[src/rtl/mem_port_arbiter.sv]
// Arbitrates a fetch port and a load/store port onto one memory port, one bus transaction at a time.
// Optional fetch starvation guard is enabled by defining ARB_STARVE_GUARD_EN.
module mem_port_arbiter #(
    parameter int STARVE_LIMIT = 4
) (
    input  logic        clk,
    input  logic        rst,
    input  logic        if_req,
    input  logic [31:0] if_addr,
    input  logic        if_kill,
    output logic        if_gnt,
    output logic        if_rvalid,
    output logic [31:0] if_rdata,
    input  logic        d_req,
    input  logic        d_we,
    input  logic [31:0] d_addr,
    input  logic [31:0] d_wdata,
    output logic        d_gnt,
    output logic        d_rvalid,
    output logic [31:0] d_rdata,
    output logic        bus_req,
    output logic        bus_we,
    output logic [31:0] bus_addr,
    output logic [31:0] bus_wdata,
    input  logic        bus_ack,
    input  logic [31:0] bus_rdata,
    output logic        busy
);

    typedef enum logic [1:0] {
        IDLE  = 2'd0,
        FETCH = 2'd1,
        DATA  = 2'd2
    } state_t;

    state_t      state_q;
    logic [31:0] bus_addr_q;
    logic [31:0] bus_wdata_q;
    logic [31:0] if_rdata_q;
    logic [31:0] d_rdata_q;
    logic        bus_we_q;
    logic        if_rvalid_q;
    logic        d_rvalid_q;
    logic        kill_q;
    logic        idle;
    logic        fetch_wins;
    logic        grant_if;
    logic        grant_d;

    // The starvation counter saturates at 7, so larger limits could never be reached.
    if (STARVE_LIMIT < 1 || STARVE_LIMIT > 7) begin : g_bad_limit
        $error("mem_port_arbiter: STARVE_LIMIT must be in 1..7");
    end

    assign idle = (state_q == IDLE);

`ifdef ARB_STARVE_GUARD_EN
    localparam logic [2:0] LIMIT = 3'(STARVE_LIMIT);

    logic [2:0] starve_q;

    assign fetch_wins = if_req && (!d_req || (starve_q >= LIMIT));

    always_ff @(posedge clk) begin
        if (rst) begin
            starve_q <= 3'd0;
        end else if (grant_if) begin
            starve_q <= 3'd0;
        end else if (grant_d && if_req && (starve_q != 3'd7)) begin
            starve_q <= starve_q + 3'd1;
        end
    end
`else
    assign fetch_wins = if_req && !d_req;
`endif

    assign grant_if = !rst && idle && fetch_wins;
    assign grant_d  = !rst && idle && d_req && !fetch_wins;

    always_ff @(posedge clk) begin
        if (rst) begin
            state_q     <= IDLE;
            bus_addr_q  <= 32'd0;
            bus_wdata_q <= 32'd0;
            bus_we_q    <= 1'b0;
            if_rdata_q  <= 32'd0;
            d_rdata_q   <= 32'd0;
            if_rvalid_q <= 1'b0;
            d_rvalid_q  <= 1'b0;
            kill_q      <= 1'b0;
        end else begin
            if_rvalid_q <= 1'b0;
            d_rvalid_q  <= 1'b0;
            case (state_q)
                IDLE: begin
                    if (grant_d) begin
                        state_q     <= DATA;
                        bus_addr_q  <= d_addr;
                        bus_we_q    <= d_we;
                        bus_wdata_q <= d_wdata;
                        kill_q      <= 1'b0;
                    end else if (grant_if) begin
                        state_q     <= FETCH;
                        bus_addr_q  <= if_addr;
                        bus_we_q    <= 1'b0;
                        bus_wdata_q <= 32'd0;
                        kill_q      <= 1'b0;
                    end
                end
                FETCH: begin
                    // A kill in the ack cycle itself also drops the response.
                    if (bus_ack) begin
                        state_q <= IDLE;
                        if (!(kill_q || if_kill)) begin
                            if_rvalid_q <= 1'b1;
                            if_rdata_q  <= bus_rdata;
                        end
                    end else if (if_kill) begin
                        kill_q <= 1'b1;
                    end
                end
                DATA: begin
                    if (bus_ack) begin
                        state_q    <= IDLE;
                        d_rvalid_q <= 1'b1;
                        d_rdata_q  <= bus_we_q ? 32'd0 : bus_rdata;
                    end
                end
                default: state_q <= IDLE;
            endcase
        end
    end

    // A kill in the response cycle still suppresses the strobe.
    assign if_rvalid = if_rvalid_q && !if_kill;
    assign if_rdata  = if_rdata_q;
    assign d_rvalid  = d_rvalid_q;
    assign d_rdata   = d_rdata_q;
    assign if_gnt    = grant_if;
    assign d_gnt     = grant_d;
    assign bus_req   = !idle;
    assign busy      = !idle;
    assign bus_we    = bus_we_q;
    assign bus_addr  = bus_addr_q;
    assign bus_wdata = bus_wdata_q;

endmodule
[config.mk]
export PLATFORM = sky130hd
export DESIGN_NAME = mem_port_arbiter
export DESIGN_NICKNAME = d
export VERILOG_FILES = /design/src/rtl/mem_port_arbiter.sv
export SDC_FILE = /design/constraint.sdc
export NUM_CORES = 1
export LEC_CHECK = 0
export ABC_AREA = 1
export CORE_ASPECT_RATIO = 1.5
export CORE_MARGIN = 4
export CORE_UTILIZATION = 40
export DETAILED_ROUTE_END_ITERATION = 10
export HOLD_SLACK_MARGIN = 0.06
export PLACE_DENSITY = 0.81
export SLEW_MARGIN = 20
export SYNTH_ARGS = -nofsm -noshare
export SYNTH_HDL_FRONTEND = slang
export SYNTH_SLANG_ARGS = --single-unit
[constraint.sdc]
create_clock -name clk -period 1.65 [get_ports clk]
set_input_delay 0.2475 -clock clk [delete_from_list [all_inputs] [get_ports clk]]
set_output_delay 0.2475 -clock clk [all_outputs]
set_load 0.01 [all_outputs]
==> Word-level counts from Yosys, hierarchy flattened <==
Index checks and enable logic that the tools add are counted.
{ "totals": {"reg_bits": 134, "in_bits": 135, "out_inout_bits": 135} }
{ "classes": {"n_eq_ne": 6, "mux": 17, "n_bitwise": 4, "reduce_logical": 23} }
{ "ops": {"columns": ["operator", "n"], "rows": [
  ["two-way mux 32 bit", 5],
  ["two-way mux 1 bit", 7],
  ["logical AND 1 bit", 6],
  ["two-way mux 2 bit", 3],
  ["AND reduction 2 bit", 3],
  ["logical NOT 1 bit", 5],
  ["!= test 2 bit (second input constant)", 2],
  ["inverter 1 bit", 4],
  ["one-hot mux 2 bit (2 select lines)", 1],
  ["AND reduction 4 bit", 1],
  ["nonzero test 2 bit", 2],
  ["OR reduction 2 bit", 2],
  ["!= test 3 bit (second input constant)", 1],
  ["AND reduction 3 bit", 1],
  ["OR reduction 3 bit", 1],
  ["== test 2 x 1 -> 1 bit (second input constant)", 1],
  ["== test 2 bit (second input constant)", 1],
  ["logical NOT 2 bit", 1],
  ["!= test 2 x 1 -> 1 bit (second input constant)", 1],
  ["one-hot mux 1 bit (2 select lines)", 1],
  ["logical OR 1 bit", 1]
]} }

==> Longest topological paths before layout <==
Gate-level depths: netlist of the first run.
{ "depth": {"depth_word": 6, "mapped_depth": 10} }

==> Least setup slack after synthesis of the first run <==
OpenSTA, ideal clock, no wires.
{ "synth_path": {"path_kind": "reg2reg", "from": "reg state_q[0]", "to": "reg bus_addr_q[15], in the netlist bus_addr[15]", "setup_ns": 0.116, "t_arrival_ns": 1.376, "required_time_ns": 1.534, "path_slack_ns": 0.158, "path_stages_with_launch": 10, "path_buffers": 1, "cell_sequence": "dfxtp_1 > inv_1 > ha_1 > inv_1 > nor2_1 > nand2_1 > nand2_4 > buf_4 > o21ai_0 > nor2_1"} }
{ "synth_between": {"elab_chain_len": 6, "word_cells_on_any_way": 8, "classes_between": "1 x mux; 7 x reduce/logical"} }
{ "synth_lines": {"columns": ["item", "line", "source"], "rows": [
  ["start: declaration", "36", "state_t state_q;"],
  ["start signal: assignment", "82", "state_q <= IDLE;"],
  ["start signal: assignment", "97", "state_q <= DATA;"],
  ["start signal: assignment", "103", "state_q <= FETCH;"],
  ["logical NOT 2 bit *", "55, 94", null],
  ["logical AND 1 bit", "77, 78", null],
  ["logical AND 1 bit (2 in series)", "78", "assign grant_d = !rst && idle && d_req && !fetch_wins;"],
  ["nonzero test 2 bit (no source line)", null, null],
  ["AND reduction 2 bit (no source line)", null, null],
  ["end signal: assignment", "98", "bus_addr_q <= d_addr;"],
  ["end signal: assignment", "104", "bus_addr_q <= if_addr;"],
  ["end: declaration", "37", "logic [31:0] bus_addr_q;"]
]} }
Every way passes the cells marked *; elsewhere a longest branch is shown, timed or not.
A chain may end at the register's enable or synchronous reset.

==> Worst setup path in the final report of the first run <==
{ "layout_path": {"from": "reg state_q[0]", "to": "reg bus_addr_q[1], in the netlist bus_addr[1]"} }
The elaborated chain is that of the path after synthesis.

==> impl_metrics.yaml, run 1 <==
outcome:
  status: "finished clean"
timing:
  fin_setup_tns_ps: 0
  final-max-slew-violation-count: 0
  timing.clock.skew_ps: 7.89
  maximum_clock_frequency_mhz: 610
  worst_slew_margin_rel: 0.744
  grt_setup_unrepaired: "true"
  final_hold_viol_count: 0
  worst-slew-pin-transition_ps: 384
  post-route-period-util: 0.994
  post-route-min-period_ps: 1640
  final-setup-viol-count: 0
placement:
  post-place-cells: 1133
  gp_congestion: 0.795
  place.port_buffers: 269
  place.detailed.hpwl_um: 12700
  placed_cell_area_mm2: 0.00837
yosys:
  syn-num-nets: 856
  mappedNetlistArea_mm2: 0.00523
  seq_area_frac_synth: 0.513
  netlist_instances: 717
  distinct_cell_type_count_after_synthesis: 18
  synth.ff_latch_count: 134
  synthesis.yosys.warnings: 0
  syn-mean-instance-area_um2: 7.30
clock_network:
  htree_levels: 4
  clock_insertion_delay_worst_skew_ps: 410
  clock-root-buffer: "clkbuf_16"
  cts_buffer_depth: 2
  clock_tree_from_tritoncts: "built"
  worst_setup_hold_path_clk_slew_ps: 60
  cts_num_sinks: 134
  holdBufCountCts: 0
  numCtsBuffers: 17
setup_path:
  critical_path_class: "reg -> reg"
  slowest_stage: "dfxtp_2"
  arrival_ps: 1930
  critPathMaxFanout: 7
  crit_required_ps: 1940
  worst-path-buf-inv: 5
  rr_endpoint: "bus_addr[1]"
  worst-r2r-cell-count: 11
  timing.critical_path.from_type: "flip-flop"
  ff2ff_setup_slack_ps: 9
  crit_top_cell: "inv_2"
  cp-end-kind: "flip-flop"
  worst_path_largest_cell_delay_ps: 320
  regToRegStartpoint: "state_q[0]"
  worstPathCellList: "inv_2 > ha_4 > nand3_4 > buf_6 > nor2_4 > inv_2 > nand2_4 > inv_8 > buf_12 > nor2_2 > nor2_1"
  crit_family: "simple AND/OR/NAND/NOR gates"
floorplanning:
  die_width_um: 101
  die_y_um: 148
  floorplan.die_area_mm2: 0.0150
  core_area_mm2: 0.0126
  floorplan.rows: 50
  initial_utilization: 0.414
  ioPinCount: 270
finish:
  share_of_layout_cells_above_drive_strength_1: 0.122
  antennaDiodeCount: 0
  post-route-util: 0.732
  syn2layout_area_growth_pct: 76.8
  finalNonFillerCells: 1172
  fin_area_mm2: 0.00925
  nets: 1142
worst_hold_path:
  worst_min_delay_path_startpoint: "d_wdata[0]"
  timing.hold.worst_path_depth: 3
  hold_path_class: "in -> reg"
  whs_endpoint: "bus_wdata[0]"
routing:
  postRouteAntennaNets: 0
  wl_um: 18300
  detailedRoute.firstPassIterationCount: 4
  number_of_drc_violations_after_detailed_routing_iteration_0: 242
  remaining_drc_errors: 0
  route.vias.total: 5836
  route.detailed.vias_per_inst: 4.98
  routedWlPerCell_um: 15.6
global_route:
  grt_first_pass_wirelength_um: 27500
  grt_max_degree: 87
  grt_pass1_vias: 5561
  grt-ovfl-total: 0
  grt_antenna_before_repair: 0
  globalRouteTotalUtil: 0.229
power_and_ir_drop:
  ir_drop_mv: 0.711
  pwr_density_cell_mw_per_mm2: 1250
  total_leakage_power_nw: 3.83
run:
  max_cap_violations: 0
per-layer routing:
metal | wire length, um | part of all wire | track usage
met1 | 6350 | 0.35 | 0.245
met2 | 9900 | 0.54 | 0.411
met3 | 1330 | 0.072 | 0.0601
met4 | 742 | 0.040 | 0.107
met5 | 0 | 0 | 0
timing repair:
item | 4_1_cts | 5_1_grt
pin swaps | 2 | 4
endpoints found under the setup margin | 4 | 71
buffers inserted | 1 | 2
gates resized for setup | 21 | 55
cloned | 0 | 4
cell usage in the layout, fill, tap and decap left out, types with 2 or more instances in the layout:
master,Yosys,routed
inv_2,4,5
clkinvlp_4,0,3
o21ai_1,14,22
nor2_4,1,3
buf_4,4,23
clkinv_2,0,2
nor2_2,0,15
ha_1,4,2
buf_12,0,15
dfxtp_1,134,132
buf_6,0,8
inv_1,12,9
bufinv_16,0,3
clkbuf_16,0,20
inv_6,0,3
nand2_1,170,169
o21ai_0,52,44
dfxtp_2,0,2
buf_2,23,2
a21oi_2,0,4
nand3_1,99,97
clkinv_4,0,3
nand3_2,0,2
ha_4,0,2
a21oi_1,37,33
nor2_1,136,119
clkdlybuf4s50_1,0,264
cells in the mapped netlist, drive strengths merged:
| cell | instances | area [um^2] |
|---|---|---|
| clkbuf | 20 | 75.1 |
| o21ai | 66 | 330 |
| dfxtp | 134 | 2680 |
| inv | 16 | 60.1 |
| nor2 | 137 | 522 |
| buf | 31 | 160 |
| nand2 | 171 | 649 |
| a21oi | 37 | 185 |
| nand3 | 100 | 513 |
| nor4 | 1 | 6.26 |
| ha | 4 | 50.1 |
worst min-delay path, stage by stage:
cell and delay, ps:
clkdlybuf4s50_1 390, nand2_1 60, a21oi_1 50
state kept, by name, summed over array words and instances (netlist names):
name and cells:
bus_we 1, bus_addr 32, kill_q 1, state_q 2
d_rvalid 1, if_rdata 32, d_rdata 32, bus_wdata 32
if_rvalid_q 1
cell families after synthesis:
group / Yosys count / synth area share
flip-flops: 134 / 0.513
buffers and inverters: 67 / 0.0564
AND/OR/NAND/NOR: 409 / 0.323
adder cells (fa/ha/maj): 4 / 0.00956
AO/OA/AOI/OAI: 103 / 0.0985
area by class of cell:
class	instances	area (um^2)
inverters	16	70.1
fillers	933	3390
clock inverters	14	175
well taps	156	195
repair buffers	318	3320
flip-flops and latches	134	2690
multi-input cells	516	2370
clock buffers	18	439
through the flow:
step | hold slack (ps) | worst slack, ps | total power [mW]
finish | 392 | 9.37 | 11.6
global route | 387 | -61.1 | 12.2
CTS | 376 | 4.43 | 11.3
detailed placement | 458 | -268 | 7.34
global placement | 456 | -235 | 7.29
floorplan | 382 | 158 | 5.44
power by group:
| group | internal [mW] | switching [mW] | leakage (nW) | total (mW) |
|---|---|---|---|---|
| sequential | 3.68 | 0.225 | 1.09 | 3.91 |
| clock | 2.43 | 1.49 | 0.293 | 3.92 |
| combinational | 1.99 | 1.78 | 2.45 | 3.76 |
| total | 8.10 | 3.49 | 3.83 | 11.6 |
worst max path at each step:
| stage | start | cells past startpoint | endpoint | slack (ps) |
|---|---|---|---|---|
| floorplan | state_q[0] | 9 | bus_addr[15] | 160 |
| global placement | d_req | 3 | if_gnt | -230 |
| detailed placement | d_req | 3 | if_gnt | -270 |
| CTS | state_q[1] | 5 | bus_req | 4 |
| global route | state_q[0] | 11 | bus_addr[1] | -60 |
| finish | state_q[0] | 11 | bus_addr[1] | 9 |
(Power assumes the default switching activity.)
==> run 2, diff against run 1 <==
--- a/config.mk
+++ b/config.mk
@@ -7,11 +7,13 @@
 export LEC_CHECK = 0
 export ABC_AREA = 1
 export CORE_ASPECT_RATIO = 1.5
-export CORE_MARGIN = 4
+export CORE_MARGIN = 1.5
 export CORE_UTILIZATION = 40
+export CTS_CLUSTER_SIZE = 14
 export DETAILED_ROUTE_END_ITERATION = 10
 export HOLD_SLACK_MARGIN = 0.06
 export PLACE_DENSITY = 0.81
+export SKIP_CTS_REPAIR_TIMING = 1
 export SLEW_MARGIN = 20
 export SYNTH_ARGS = -nofsm -noshare
 export SYNTH_HDL_FRONTEND = slang
==> impl_metrics.yaml, run 2 (synthesis gave the netlist of run 1 again) <==
outcome:
  status: "finished clean"
finish:
  antennaDiodeCount: 0
  multiInputGateArea_mm2: 0.00230
  share_of_layout_cells_above_drive_strength_1: 0.0926
  nets: 1130
  finalNonFillerCells: 1163
  post-route-util: 0.698
  mostFrequentLayoutCell: "clkdlybuf4s50_1"
  final.fill_count: 1054
  layout.area.seq_mm2: 0.00268
  syn2layout_area_growth_pct: 72.0
  layout.cells.most_common_list: "264 x clkdlybuf4s50_1, 169 x nand2_1, 133 x dfxtp_1, 131 x nor2_1, 98 x nand3_1"
power_and_ir_drop:
  ir_drop_mv: 0.638
  total_leakage_power_nw: 3.77
  pwr_density_cell_mw_per_mm2: 1250
  totalPowerFinal_mw: 11.3
routing:
  number_of_drc_violations_after_detailed_routing_iteration_0: 262
  route.detailed.vias_per_inst: 4.90
  detailedRoute.firstPassIterationCount: 4
  route.vias.total: 5702
  remaining_drc_errors: 0
  wl_um: 17200
  routedWlPerCell_um: 14.7
  postRouteAntennaNets: 0
clock_network:
  cts_buffer_depth: 2
  cts_num_sinks: 134
  numCtsBuffers: 17
  htree_levels: 4
  clock_tree_from_tritoncts: "built"
  worst_setup_hold_path_clk_slew_ps: 60
  clock_insertion_delay_worst_skew_ps: 420
  clock-root-buffer: "clkbuf_16"
floorplanning:
  ioPinCount: 270
  die_y_um: 143
  floorplan.die_area_mm2: 0.0138
  floorplan.rows: 51
  core_area_mm2: 0.0129
  initial_utilization: 0.406
  die_width_um: 96.4
global_route:
  globalRouteTotalUtil: 0.246
  grt_antenna_before_repair: 1
  grt-ovfl-total: 0
  grt_max_degree: 89
  grt_pass1_vias: 5407
  grt_first_pass_wirelength_um: 26300
timing:
  worst_slew_margin_rel: 0.742
  post-route-period-util: 0.997
  timing.clock.skew_ps: 8.87
  maximum_clock_frequency_mhz: 608
  final-setup-viol-count: 0
  final.hold.worst_slack_ps: 385
  post-route-min-period_ps: 1640
  worst-slew-pin-transition_ps: 387
  final-max-slew-violation-count: 0
  final_hold_viol_count: 0
  fin_setup_tns_ps: 0
  grt_setup_unrepaired: "true"
setup_path:
  critPathMaxFanout: 2
  worst-r2r-cell-count: 11
  arrival_ps: 1400
  timing.critical_path.from_type: "flip-flop"
  critical_path_class: "reg -> out"
  cp-end-kind: "output pin"
  crit_required_ps: 1400
placement:
  gp_congestion: 0.776
  post-place-cells: 1129
  place.detailed.hpwl_um: 11900
  place.port_buffers: 269
worst_hold_path:
  timing.hold.worst_path_depth: 3
  hold_path_class: "in -> reg"
run:
  max_cap_violations: 0
run 2: changes by cell type in the layout (fill, tap and decap cells not counted), moves of 4 or more:
cell,previous run,this run
buf_6,8,4
buf_12,15,9
nor2_2,15,5
nor2_1,119,131
run 2: final cells by class:
type                    count  share of cell area
clock buffers              18              0.0488
clock inverters            14              0.0193
inverters                  16             0.00667
multi-input cells         516               0.256
flip-flops and latches    134               0.298
well taps                 159              0.0221
repair buffers            306               0.349
run 2: path summary, 6_finish.rpt:
| check | startpoint | slack [ps] | end |
|---|---|---|---|
| max | state_q[1] | 6 | if_gnt |
| min | d_wdata[21] | 390 | bus_wdata[21] |
| max reg2reg | state_q[1] | 90 | bus_addr[21] |
| min reg2reg | d_rdata[21] | 470 | d_rdata[21] |
run 2: where the power goes:
group | leakage, nW | internal [mW] | switching, mW
logic | 2.38 | 1.79 | 1.66
clock network | 0.301 | 2.43 | 1.48
registers | 1.09 | 3.68 | 0.220
total | 3.77 | 7.90 | 3.35
run 2: through the flow:
| stage | area [um^2] | worst slack [ps] |
|---|---|---|
| 2_1_floorplan | 5230 | 158 |
| 3_3_place_gp | 8260 | -217 |
| 3_5_place_dp | 8260 | -209 |
| 4_1_cts | 8870 | -496 |
| 5_1_grt | 9000 | -71.1 |
| 6_report | 9000 | 5.51 |
run 2: routing by layer:
layer	GRT usage	vias to the layer above	share of wire
met1	0.278	2550	0.37
li1	-	2868	-
met5	0	-	0
met3	0.0745	49	0.075
met2	0.413	235	0.51
met4	0.125	0	0.039
run 2: critical path, cell delays in order (launching register included):
cell      delay, ps
dfxtp_1         310
inv_1            70
ha_2            220
inv_1            80
nor4_2          140
clkbuf_2        170
==> run 3, diff against run 2 <==
--- a/config.mk
+++ b/config.mk
@@ -6,6 +6,7 @@
 export NUM_CORES = 1
 export LEC_CHECK = 0
 export ABC_AREA = 1
+export CAP_MARGIN = 20
 export CORE_ASPECT_RATIO = 1.5
 export CORE_MARGIN = 1.5
 export CORE_UTILIZATION = 40
==> results of run 3 <==
No change in the layout: final DEF, timing and power equal those of run 2.
